## config.mk

```make
export PLATFORM = sky130hd
export DESIGN_NAME = multicycle_ctrl
export DESIGN_NICKNAME = d
export VERILOG_FILES = /design/src/rtl/multicycle_ctrl.sv
export SDC_FILE = /design/constraint.sdc
export NUM_CORES = 1
export LEC_CHECK = 0
export ABC_AREA = 1
export BUFFER_PORTS_ARGS = -buffer_cell sky130_fd_sc_hd__buf_4
export CAP_MARGIN = 20
export CORE_MARGIN = 2
export CORE_UTILIZATION = 46
export DETAILED_ROUTE_END_ITERATION = 8
export PLACE_DENSITY = 0.74
export RECOVER_POWER = 100
export SETUP_SLACK_MARGIN = 0.3
export SLEW_MARGIN = 15
export SYNTH_ARGS = -nofsm -noshare
export SYNTH_HDL_FRONTEND = slang
export SYNTH_SLANG_ARGS = --single-unit
```

## constraint.sdc

```tcl
create_clock -name clk -period 1.5 [get_ports clk]
set_input_delay 0.3 -clock clk [delete_from_list [all_inputs] [get_ports clk]]
set_output_delay 0.3 -clock clk [all_outputs]
set_load 0.1 [all_outputs]
```

## src/rtl/multicycle_ctrl.sv

```systemverilog
// multicycle_ctrl
//   Moore control FSM for the multi-cycle RV32I subset core. It sequences the
//   shared ALU and the single memory port through fetch, decode, execute,
//   memory and writeback. It also drives imm_sel, counts retired instructions,
//   and traps on unsupported encodings.
// Ports
//   clk, rst_n         clock; synchronous active-low reset
//   instr              instruction register (valid from DECODE onward)
//   zero               ALU zero flag (used in BRANCH)
//   mem_ready          memory completes the current request this cycle
//   mem_req/mem_we     memory strobe / write qualifier
//   iord               memory address select (0 PC, 1 ALUOut)
//   ir_write/pc_write  IR and PC load strobes; pc_src selects the PC source
//   reg_write          register-file write; mem_to_reg selects writeback data
//   alu_src_a/b/op     ALU operand muxes and operation select
//   imm_sel            immediate format (I/S/B/J)
//   state              current state (observation)
//   illegal            sticky trap flag
//   instret            retired-instruction counter (wraps)
module multicycle_ctrl #(
  parameter int RET_W = 32
) (
  input  logic             clk,
  input  logic             rst_n,
  input  logic [31:0]      instr,
  input  logic             zero,
  input  logic             mem_ready,
  output logic             mem_req,
  output logic             mem_we,
  output logic             iord,
  output logic             ir_write,
  output logic             pc_write,
  output logic             pc_src,
  output logic             reg_write,
  output logic             mem_to_reg,
  output logic [1:0]       alu_src_a,
  output logic [1:0]       alu_src_b,
  output logic [1:0]       alu_op,
  output logic [1:0]       imm_sel,
  output logic [3:0]       state,
  output logic             illegal,
  output logic [RET_W-1:0] instret
);

  typedef enum logic [3:0] {
    S_FETCH  = 4'd0,  S_DECODE = 4'd1,  S_EXEC_R = 4'd2,  S_EXEC_I = 4'd3,
    S_ADDR   = 4'd4,  S_MEM_RD = 4'd5,  S_MEM_WR = 4'd6,  S_WB_ALU = 4'd7,
    S_WB_MEM = 4'd8,  S_BRANCH = 4'd9,  S_JAL    = 4'd10, S_TRAP   = 4'd15
  } state_t;

  state_t     st;
  logic [6:0] opcode;
  logic [2:0] funct3;
  logic       is_store;
  logic       retire;

  assign opcode   = instr[6:0];
  assign funct3   = instr[14:12];
  // Loads and stores share ADDR; opcode bit 5 separates them.
  assign is_store = instr[5];
  assign state    = st;

  // Register fields are consumed by the datapath, not by control.
  logic unused_instr;
  assign unused_instr = &{1'b0, instr[31:15], instr[11:7]};

  // An instruction retires on the edge that leaves its last state.
  always_comb begin
    retire = 1'b0;
    if (rst_n) begin
      case (st)
        S_WB_ALU, S_WB_MEM, S_BRANCH, S_JAL: retire = 1'b1;
        S_MEM_WR:                            retire = mem_ready;
        default:                             retire = 1'b0;
      endcase
    end
  end

  always_ff @(posedge clk) begin
    if (!rst_n) begin
      st      <= S_FETCH;
      illegal <= 1'b0;
      instret <= '0;
    end else begin
      if (retire) instret <= instret + RET_W'(1);
      case (st)
        S_FETCH:  if (mem_ready) st <= S_DECODE;
        S_DECODE: begin
          case (opcode)
            7'b0110011: st <= S_EXEC_R;
            7'b0010011: st <= S_EXEC_I;
            7'b0000011,
            7'b0100011: st <= S_ADDR;
            7'b1100011: begin
              if (funct3 == 3'b000 || funct3 == 3'b001) st <= S_BRANCH;
              else begin st <= S_TRAP; illegal <= 1'b1; end
            end
            7'b1101111: st <= S_JAL;
            default:    begin st <= S_TRAP; illegal <= 1'b1; end
          endcase
        end
        S_EXEC_R, S_EXEC_I: st <= S_WB_ALU;
        S_ADDR:   st <= is_store ? S_MEM_WR : S_MEM_RD;
        S_MEM_RD: if (mem_ready) st <= S_WB_MEM;
        S_MEM_WR: if (mem_ready) st <= S_FETCH;
        S_WB_ALU, S_WB_MEM, S_BRANCH, S_JAL: st <= S_FETCH;
        S_TRAP:   illegal <= 1'b1;
        // Unused encodings are treated as a trap rather than silently recovered.
        default:  begin st <= S_TRAP; illegal <= 1'b1; end
      endcase
    end
  end

  // Outputs decode from the registered state. mem_ready and zero qualify the
  // FETCH and BRANCH strobes, so those paths are combinational on the inputs.
  // Holding rst_n low forces every output to 0 and abandons any open request.
  always_comb begin
    mem_req    = 1'b0;
    mem_we     = 1'b0;
    iord       = 1'b0;
    ir_write   = 1'b0;
    pc_write   = 1'b0;
    pc_src     = 1'b0;
    reg_write  = 1'b0;
    mem_to_reg = 1'b0;
    alu_src_a  = 2'd0;
    alu_src_b  = 2'd0;
    alu_op     = 2'd0;
    imm_sel    = 2'd0;
    if (rst_n) begin
      case (st)
        S_FETCH: begin
          mem_req   = 1'b1;
          alu_src_b = 2'd1;
          if (mem_ready) begin
            ir_write = 1'b1;
            pc_write = 1'b1;
          end
        end
        S_DECODE: begin
          alu_src_a = 2'd2;
          alu_src_b = 2'd2;
          imm_sel   = 2'd2;
        end
        S_EXEC_R: begin
          alu_src_a = 2'd1;
          alu_op    = 2'd2;
        end
        S_EXEC_I: begin
          alu_src_a = 2'd1;
          alu_src_b = 2'd2;
          alu_op    = 2'd2;
        end
        S_ADDR: begin
          alu_src_a = 2'd1;
          alu_src_b = 2'd2;
          imm_sel   = is_store ? 2'd1 : 2'd0;
        end
        S_MEM_RD: begin
          mem_req = 1'b1;
          iord    = 1'b1;
        end
        S_MEM_WR: begin
          mem_req = 1'b1;
          mem_we  = 1'b1;
          iord    = 1'b1;
        end
        S_WB_ALU: reg_write = 1'b1;
        S_WB_MEM: begin
          reg_write  = 1'b1;
          mem_to_reg = 1'b1;
        end
        S_BRANCH: begin
          alu_src_a = 2'd1;
          alu_op    = 2'd1;
          // funct3[0] turns BEQ into BNE.
          pc_write  = zero ^ funct3[0];
          pc_src    = 1'b1;
        end
        S_JAL: begin
          // The link value (old PC + 4) comes from the datapath directly.
          alu_src_a = 2'd2;
          alu_src_b = 2'd2;
          imm_sel   = 2'd3;
          pc_write  = 1'b1;
          reg_write = 1'b1;
        end
        default: ;
      endcase
    end
  end

endmodule

```

Word level (Yosys, flattened, before mapping). Cells that the tools add are included.

Add/sub/neg operators: 1. Eq/ne operators: 23. Muxes and demuxes: 38. Bitwise operators: 3. Reductions and logical operators: 16.

Operators with widths (count): $add 32x1->32 const B (1); $pmux 4 s8 (1); $pmux 4 s5 (1); $mux 1 (19); $eq 4x3->1 const B (4); $eq 4x4->1 const B (4); $eq 7x6->1 const B (2); $eq 7x7->1 const B (2); $mux 4 (3); $pmux 2 s2 (3); $reduce_or 4->1 (3); $mux 2 (5); $reduce_or 10->1 (1); $eq 4x2->1 const B (2); $ne 2x2->1 const B (4); $reduce_or 2->1 (4); $eq 7x2->1 const B (1); $eq 7x5->1 const B (1); $pmux 1 s2 (3); $pmux 2 s3 (1); $reduce_or 3->1 (2); $reduce_or 5->1 (1); $eq 4x1->1 const B (1); $logic_not 4->1 (1); other kinds (10) (11).

Flip-flop bits (word level): 37. Bits of input ports: 36. Output and inout bits: 53. Logic and storage cells: 84.

Depth between registers and ports, before layout. Gate-level depths: netlist of the first run.

Word-level depth: 5. Gate-level depth with buffers: 11. Mapped depth without buffers: 11.

Worst setup path after synthesis of the first run. No wires, ideal clock.

Path type: register to output. Start point: reg st[3], in the netlist state[3]. End point: out mem_to_reg. Arrival: 4155 ps. Required time: 1200 ps. Setup slack: -2955 ps. Stages on the path, launching flop included: 3. Buffers on the path: 0. Path through: dfxtp_1 > nand2_1 > nor4_1.

Cells in the longest elaborated chain, start to end: 3.

Ends and longest elaborated chain: start: declaration (RTL line 51) `state_t st;`; start signal: assignment (RTL line 103) `S_ADDR: st <= is_store ? S_MEM_WR : S_MEM_RD;`; $eq 4x4->1 (RTL line 131) `case (st)`; $mux 1 (RTL line 131); $mux 1 (RTL line 130) `if (rst_n) begin`; end: declaration (RTL line 35) `output logic mem_to_reg,`.

No other way between the ends.

Worst setup path in the final report of the first run.
Start point: reg st[2], in the netlist state[2]. End point: reg instret[19].

Cells in the longest elaborated chain, start to end: 4. Elaborated cells between the ends (all ways): 8. Those cells by class: eq/ne: 5; mux: 2; reduce/logical: 1.

Ends and longest elaborated chain: $eq 4x4->1 or $eq 4x3->1 (tied branches) (RTL line 71) `case (st)`; $reduce_or 4->1; $pmux 1 s2 (*) (RTL line 71); $mux 1 (*) (RTL line 70) `if (rst_n) begin`; end signal: assignment (RTL line 85) `if (retire) instret <= instret + RET_W'(1);`; end: declaration (RTL line 42) `output logic [RET_W-1:0] instret`.

Every way passes the cells marked *; elsewhere a longest branch is shown, timed or not. A chain may end at the register's enable or synchronous reset.

==> results by group, run 1 <==
Placed design
  – DP Area: 3700 µm²
  – IO buf count: 66
  – Dpl ws: -188 ps
  – Placer Congestion: 0.928
  – Post-DP HPWL: 5930 µm

Logic synthesis
  – Seq/Total Area, Yosys: 28.7%
  – Most common cell in the netlist: nand2_1
  – Avg Cell Area, Syn: 5.90 µm²
  – Synth area leaders: dfxtp_1 (29%), nand2_1 (20%), nor2_1 (14%), inv_1 (6.1%), nand3_1 (4.6%)
  – Synth top cells by count: nand2_1 (138), nor2_1 (94), inv_1 (42)
  – Flops & latches, synth: 37
  – Mapped Nets: 475
  – Biggest area consumer among synthesized cells: dfxtp_1
  – Async set-reset flop share out of synthesis: 0%
  – Synthesized instance count: 438
  – Main synth FF type: dfxtp_1
  – Netlist cell types: 32
  – Share of the synthesized area in the top cell type: 28.7%
  – Number of enable flip-flop cells after synthesis: 0
  – Number of synthesis warnings: 0
  – Cell Area, Synth: 2580 µm²

Status
  – Status: finished with violations
  – Failing checks: negative setup slack

Detailed routing
  – Final WL: 12500 µm
  – Vias per cell: 5.96
  – Routed Antenna Nets: 0
  – Via count: 3764
  – Initial drt markers: 427
  – Pre-Repair DR Iteration Count: 9
  – DRC: 0
  – WL per Instance: 19.9 µm

Timing
  – Final hold vios: 0
  – RSZ-0062 raised after global routing: true
  – Post-layout min period: 1880 ps
  – Final setup viols: 52
  – FMAX: 533 MHz
  – Slew HR: 64.1%
  – Final WS setup: -376 ps
  – Final Skew: 7.21 ps
  – Pins Over Slew Limit: 0
  – Tightest Pin Transition: 540 ps
  – Final period utilization: 125%

Cells and area
  – Final nets: 596
  – Final Cell Area: 4680 µm²
  – Area delta synth->final: 81.0%
  – N_diodes: 0
  – Final core utilization: 85.5%
  – Share of post-route cells with drive strength above 1: 53.0%

Die
  – Initial Util: 47.2%
  – DIE HEIGHT: 78.9 µm
  – Site Rows: 27
  – DIE WIDTH: 78.9 µm
  – Die area: 6230 µm²
  – Core area: 5470 µm²
  – Io pins: 89

Clock network
  – CTS buffer count: 5
  – CTS tree: built
  – Clk sinks: 37
  – H-tree Lvls: 2
  – Clk root buf: clkbuf_8
  – Clock Latency Late Sink: 290 ps
  – Worst-path clk slew: 70 ps
  – Clock Path Buffers: 2

Worst setup path
  – CP Class: reg -> reg
  – Critical path peak fanout: 7
  – Worst Path Arrival: 2090 ps
  – CP required: 1720 ps
  – Critical Path End Type: register
  – Setup crit start kind: register

Global route
  – Initial antenna violation count: 0
  – Total track usage: 32.9%
  – Total gr overflow: 0
  – Vias in the first global route: 3395
  – First-pass GRT wire length: 16300 µm
  – Pin count of the biggest net entering global routing: 27

Power
  – PwrDens: 1520 nW/µm²
  – Tot Pwr: 7.10 mW
  – Pleak: 1.87 nW
  – Peak VDD IR: 0.00199 V

Min path
  – Hold/Removal Path Class: in -> reg

Job
  – Max-cap violations: 0
-- routing by layer --
| layer | part of all wire, % | track usage (%) |
|---|---|---|
| met1 | 35 | 39.4 |
| met2 | 48 | 57.7 |
| met3 | 9.6 | 5.68 |
| met4 | 7.6 | 14.1 |
| met5 | 0 | 0 |
-- logic make-up (layout without fill, tap and decap cells) --
| kind of cell | count (synthesis) | count (layout) | share of synthesized area (%) |
|---|---|---|---|
| buf+inv | 57 | 179 | 9.64 |
| xor+xnor | 9 | 9 | 3.05 |
| simple gates | 289 | 289 | 47.5 |
| compound gates | 45 | 45 | 10.7 |
| fa+ha+maj | 1 | 1 | 0.484 |
| flops | 37 | 37 | 28.7 |
-- worst max-delay path: stages (launching register included) --
cell and delay, ps:
dfxtp_4 400, inv_4 60, nor2_4 180, nand4_1 260
nand3_4 310, buf_12 170, nand3b_1 130, nand2_1 110
nand2_1 70, nor2_1 110
-- area by class of cell --
type,count,area (µm²)
repair buffers,125,1320
clock buffers,7,76.3
fillers,258,796
clock inverters,1,5.00
flip-flops and latches,37,858
inverters,46,195
multi-input cells,344,2130
well taps,72,90.1
-- cells in the final DEF, fill, tap and decap left out, drive strengths merged, types with 2 or more instances in the layout --
cell type	netlist	layout
inv	44	45
a31oi	2	2
o21bai	3	3
nand3	26	26
nor3	8	8
buf	7	95
dfxtp	37	37
nand4	4	4
nand2	148	148
clkinv	2	2
nor2	100	100
clkbuf	4	37
xor2	8	8
o21ai	9	9
a21oi	30	30
-- through the flow --
step / std cells / hold slack (ps) / setup TNS [ps]
floorplan: 438 / 470 / -11130
global placement: 604 / 482 / -1540
detailed placement: 604 / 504 / -1950
CTS: 623 / 320 / -6990
global route: 632 / 346 / -15390
finish: 632 / 337 / -12060
-- power breakdown --
| part | internal, mW | total (mW) | switching, mW | leakage, nW |
|---|---|---|---|---|
| clock network | 0.327 | 0.701 | 0.374 | 0.0422 |
| logic | 1.93 | 5.12 | 3.19 | 1.50 |
| registers | 1.08 | 1.27 | 0.190 | 0.325 |
-- sequential cells by signal (all words and copies together), names as in the netlist --
signal	cells
state	4
instret	32
illegal	1
-- final timing paths --
kind	startpoint	endpoint	slack, ps	depth (start not counted)
max	state[2]	instret[19]	-380	9
min	instr[5]	state[0]	340	4
max reg2reg	state[2]	instret[19]	-380	9
min reg2reg	instret[31]	instret[31]	510	2
-- repair_timing --
item,CTS,global route
hold buffers,0,0
cloned,2,0
setup buffers,9,9
gates resized for setup,198,83
setup endpoints to repair,89,84
pin swaps,31,16
endpoints found under the hold margin,0,0
No activity file was read; power rests on OpenSTA's default activity.
==> run 2, diff against run 1 <==
CORE_UTILIZATION = 35   (was 46)
PLACE_DENSITY = 0.59   (was 0.74)
SETUP_SLACK_MARGIN = 0.5   (was 0.3)
==> run 2 against run 1 <==
The flow still finishes with violations (negative setup slack). Non-clock buffer count rose by 1. Final cell count rose by 4.6%. Combinational power increased by 6.8%. Worst setup slack better by 61 ps. Total power grew 5.8%. Critical endpoint is now alu_src_a[0]. Largest cell class unchanged.
==> results by group, run 2 (same netlist as run 1, synthesis figures left out) <==
Status
  – Status: finished with violations (unchanged)
  – Failing checks: negative setup slack (unchanged)

Detailed routing
  – Initial drt markers: 170 (was 427)
  – Via count: 3250 (was 3764)
  – WL per Instance: 13.5 µm (was 19.9 µm)
  – Vias per cell: 4.92 (was 5.96)
  – Top Layer Used: met4 (unchanged)
  – Final WL: 8910 µm (was 12500 µm)
  – Routed Antenna Nets: 0 (unchanged)
  – Met2 WL: 4530 µm (was 6020 µm)
  – Met1 WL: 3640 µm (was 4360 µm)
  – Met3 wire len: 570 µm (was 1210 µm)
  – Pre-Repair DR Iteration Count: 6 (was 9)
  – DRC: 0 (unchanged)

Timing
  – Final hold vios: 0 (unchanged)
  – FMAX: 551 MHz (was 533 MHz)
  – Final Skew: 7.89 ps (was 7.21 ps)
  – Setup TNS: -10670 ps (was -12060 ps)
  – Tightest Pin Transition: 485 ps (was 540 ps)
  – Slew HR: 67.9% (was 64.1%)
  – Final period utilization: 121% (was 125%)
  – Hold slack: 337 ps (about the same)
  – Final setup viols: 51 (was 52)
  – RSZ-0062 raised after global routing: true (unchanged)
  – Final WS setup: -315 ps (was -376 ps)
  – Post-layout min period: 1820 ps (was 1880 ps)
  – Pins Over Slew Limit: 0 (unchanged)

Power
  – Peak VDD IR: 0.00142 V (was 0.00199 V)
  – Comb power frac: 72.9% (was 72.2%)
  – Pint: 3.72 mW (was 3.34 mW)
  – Switching Share: 50.4% (was 52.9%)
  – Pleak: 1.89 nW (was 1.87 nW)
  – PwrDens: 1550 nW/µm² (was 1520 nW/µm²)
  – Tot Pwr: 7.50 mW (was 7.10 mW)
  – Flop pwr share: 16.6% (was 17.9%)
  – Clk pwr share: 10.5% (was 9.9%)
  – Sw Pwr: 3.78 mW (was 3.75 mW)

Cells and area
  – Final core utilization: 67.0% (was 85.5%)
  – FF+latch area: 877 µm² (was 858 µm²)
  – Share of post-route cells with drive strength above 1: 51.2% (was 53.0%)
  – # fillers: 589 (was 258)
  – Largest Register: instret (unchanged)
  – Largest register FFs: 32 (unchanged)
  – Most frequent cells in the layout: nand2_1 (107), nor2_1 (77), buf_4 (45), dfxtp_4 (36), inv_1 (33) (was nand2_1 (103), nor2_1 (69), buf_4 (50), nand2_2 (37), inv_1 (33))
  – Area delta synth->final: 87.0% (was 81.0%)
  – Multi-input logic area: 2140 µm² (was 2130 µm²)
  – Final std cells w/o fill: 661 (was 632)
  – Commonest non-fill, non-tap cell in the layout: nand2_1 (unchanged)
  – Final nets: 598 (was 596)
  – Final Cell Area: 4830 µm² (was 4680 µm²)
  – N_diodes: 0 (unchanged)

Worst setup path
  – CP max stage cell: dfxtp_4 (unchanged)
  – Critical path peak fanout: 4 (was 7)
  – Critical Path, Cell by Cell: inv_4, nor2_4, nand3_4, buf_6, a21oi_4, buf_12 (was inv_4, nor2_4, nand4_1, nand3_4, buf_12, nand3b_1, nand2_1, nand2_1, nor2_1)
  – Setup crit start kind: register (unchanged)
  – CP required: 1200 ps (was 1720 ps)
  – Buffers and inverters on the worst path: 3 (was 2)
  – CP Class: reg -> out (was reg -> reg)
  – Cell family with most CP delay: buffers and inverters (was simple AND/OR/NAND/NOR gates)
  – Critical Path End Type: output pin (was register)
  – Worst Path Arrival: 1520 ps (was 2090 ps)
  – CP max stage delay: 390 ps (was 400 ps)

Die
  – DIE HEIGHT: 89.9 µm (was 78.9 µm)
  – Io pins: 89 (unchanged)
  – Core area: 7210 µm² (was 5470 µm²)
  – DIE WIDTH: 89.9 µm (was 78.9 µm)
  – Initial Util: 35.8% (was 47.2%)
  – Site Rows: 31 (was 27)
  – Die area: 8090 µm² (was 6230 µm²)

Placed design
  – Post-DP HPWL: 5790 µm (was 5930 µm)
  – IO buf count: 66 (unchanged)
  – Dpl ws: -187 ps (was -188 ps)
  – Placed cells: 629 (was 604)
  – DP Area: 3710 µm² (was 3700 µm²)
  – Placer Congestion: 0.878 (was 0.928)

Clock network
  – Worst-path clk slew: 70 ps (about the same)
  – Hold_buf cts: 0 (unchanged)
  – Clk root buf: clkbuf_8 (unchanged)
  – Clk sinks: 37 (unchanged)
  – H-tree Lvls: 2 (unchanged)
  – Clock Path Buffers: 2 (unchanged)
  – CTS tree: built (unchanged)
  – CTS buffer count: 5 (unchanged)
  – Clock Latency Late Sink: 290 ps (about the same)

Global route
  – First-pass GRT wire length: 14900 µm (was 16300 µm)
  – Total track usage: 22.5% (was 32.9%)
  – Pin count of the biggest net entering global routing: 23 (was 27)
  – Initial antenna violation count: 0 (unchanged)
  – Total gr overflow: 0 (unchanged)
  – Vias in the first global route: 3293 (was 3395)

Min path
  – Hold/Removal Path Class: in -> reg (unchanged)

Job
  – Max-cap violations: 0 (unchanged)
==> run 2: cell type report <==
| cell class | instances | area share (%) |
|---|---|---|
| Sequential cell | 37 | 18.2 |
| Clock buffer | 7 | 2.02 |
| Multi-Input combinational cell | 344 | 44.2 |
| Tap cell | 99 | 2.56 |
| Inverter | 46 | 4.09 |
| Timing Repair inverter | 1 | 0.181 |
| Timing Repair Buffer | 126 | 28.7 |
| Clock inverter | 1 | 0.104 |
==> run 2: power groups by stage <==
| stage | Sequential [mW] | Clock, mW | Combinational [mW] |
|---|---|---|---|
| after floorplan | 1.89 | 0 | 2.00 |
| after global placement | 1.24 | 0 | 3.51 |
| after detailed placement | 1.24 | 0 | 3.52 |
| after CTS | 1.25 | 0.819 | 5.14 |
| after global routing | 1.26 | 0.854 | 5.69 |
| final | 1.25 | 0.789 | 5.47 |
==> run 2: per-layer routing <==
layer	track usage (%)	vias up
met5	0	-
met4	8.97	0
met3	5.03	20
met2	40.6	132
met1	25.7	1469
li1	-	1629
==> run 2: worst min-delay path, cell delays in order <==
cell	delay, ps
buf_4	110
inv_1	50
nand2_1	70
a21oi_1	60
==> run 2: final timing paths <==
path / start / to / slack [ps] / cells past startpoint
worst min register to register: instret[30] / instret[30] / 500 / 2
worst max-delay path: state[0] / alu_src_a[0] / -320 / 6
worst min-delay path: instr[5] / state[0] / 340 / 4
worst max register to register: state[0] / instret[18] / -270 / 11
==> run 2: repair_timing <==
item                                    in CTS  in global routing
endpoints found under the setup margin      90                 90
pin swaps                                   27                 20
resized for setup                          257                 43
cloned                                       4                  0
hold endpoints to repair                     0                  0
setup buffers                               14                  6
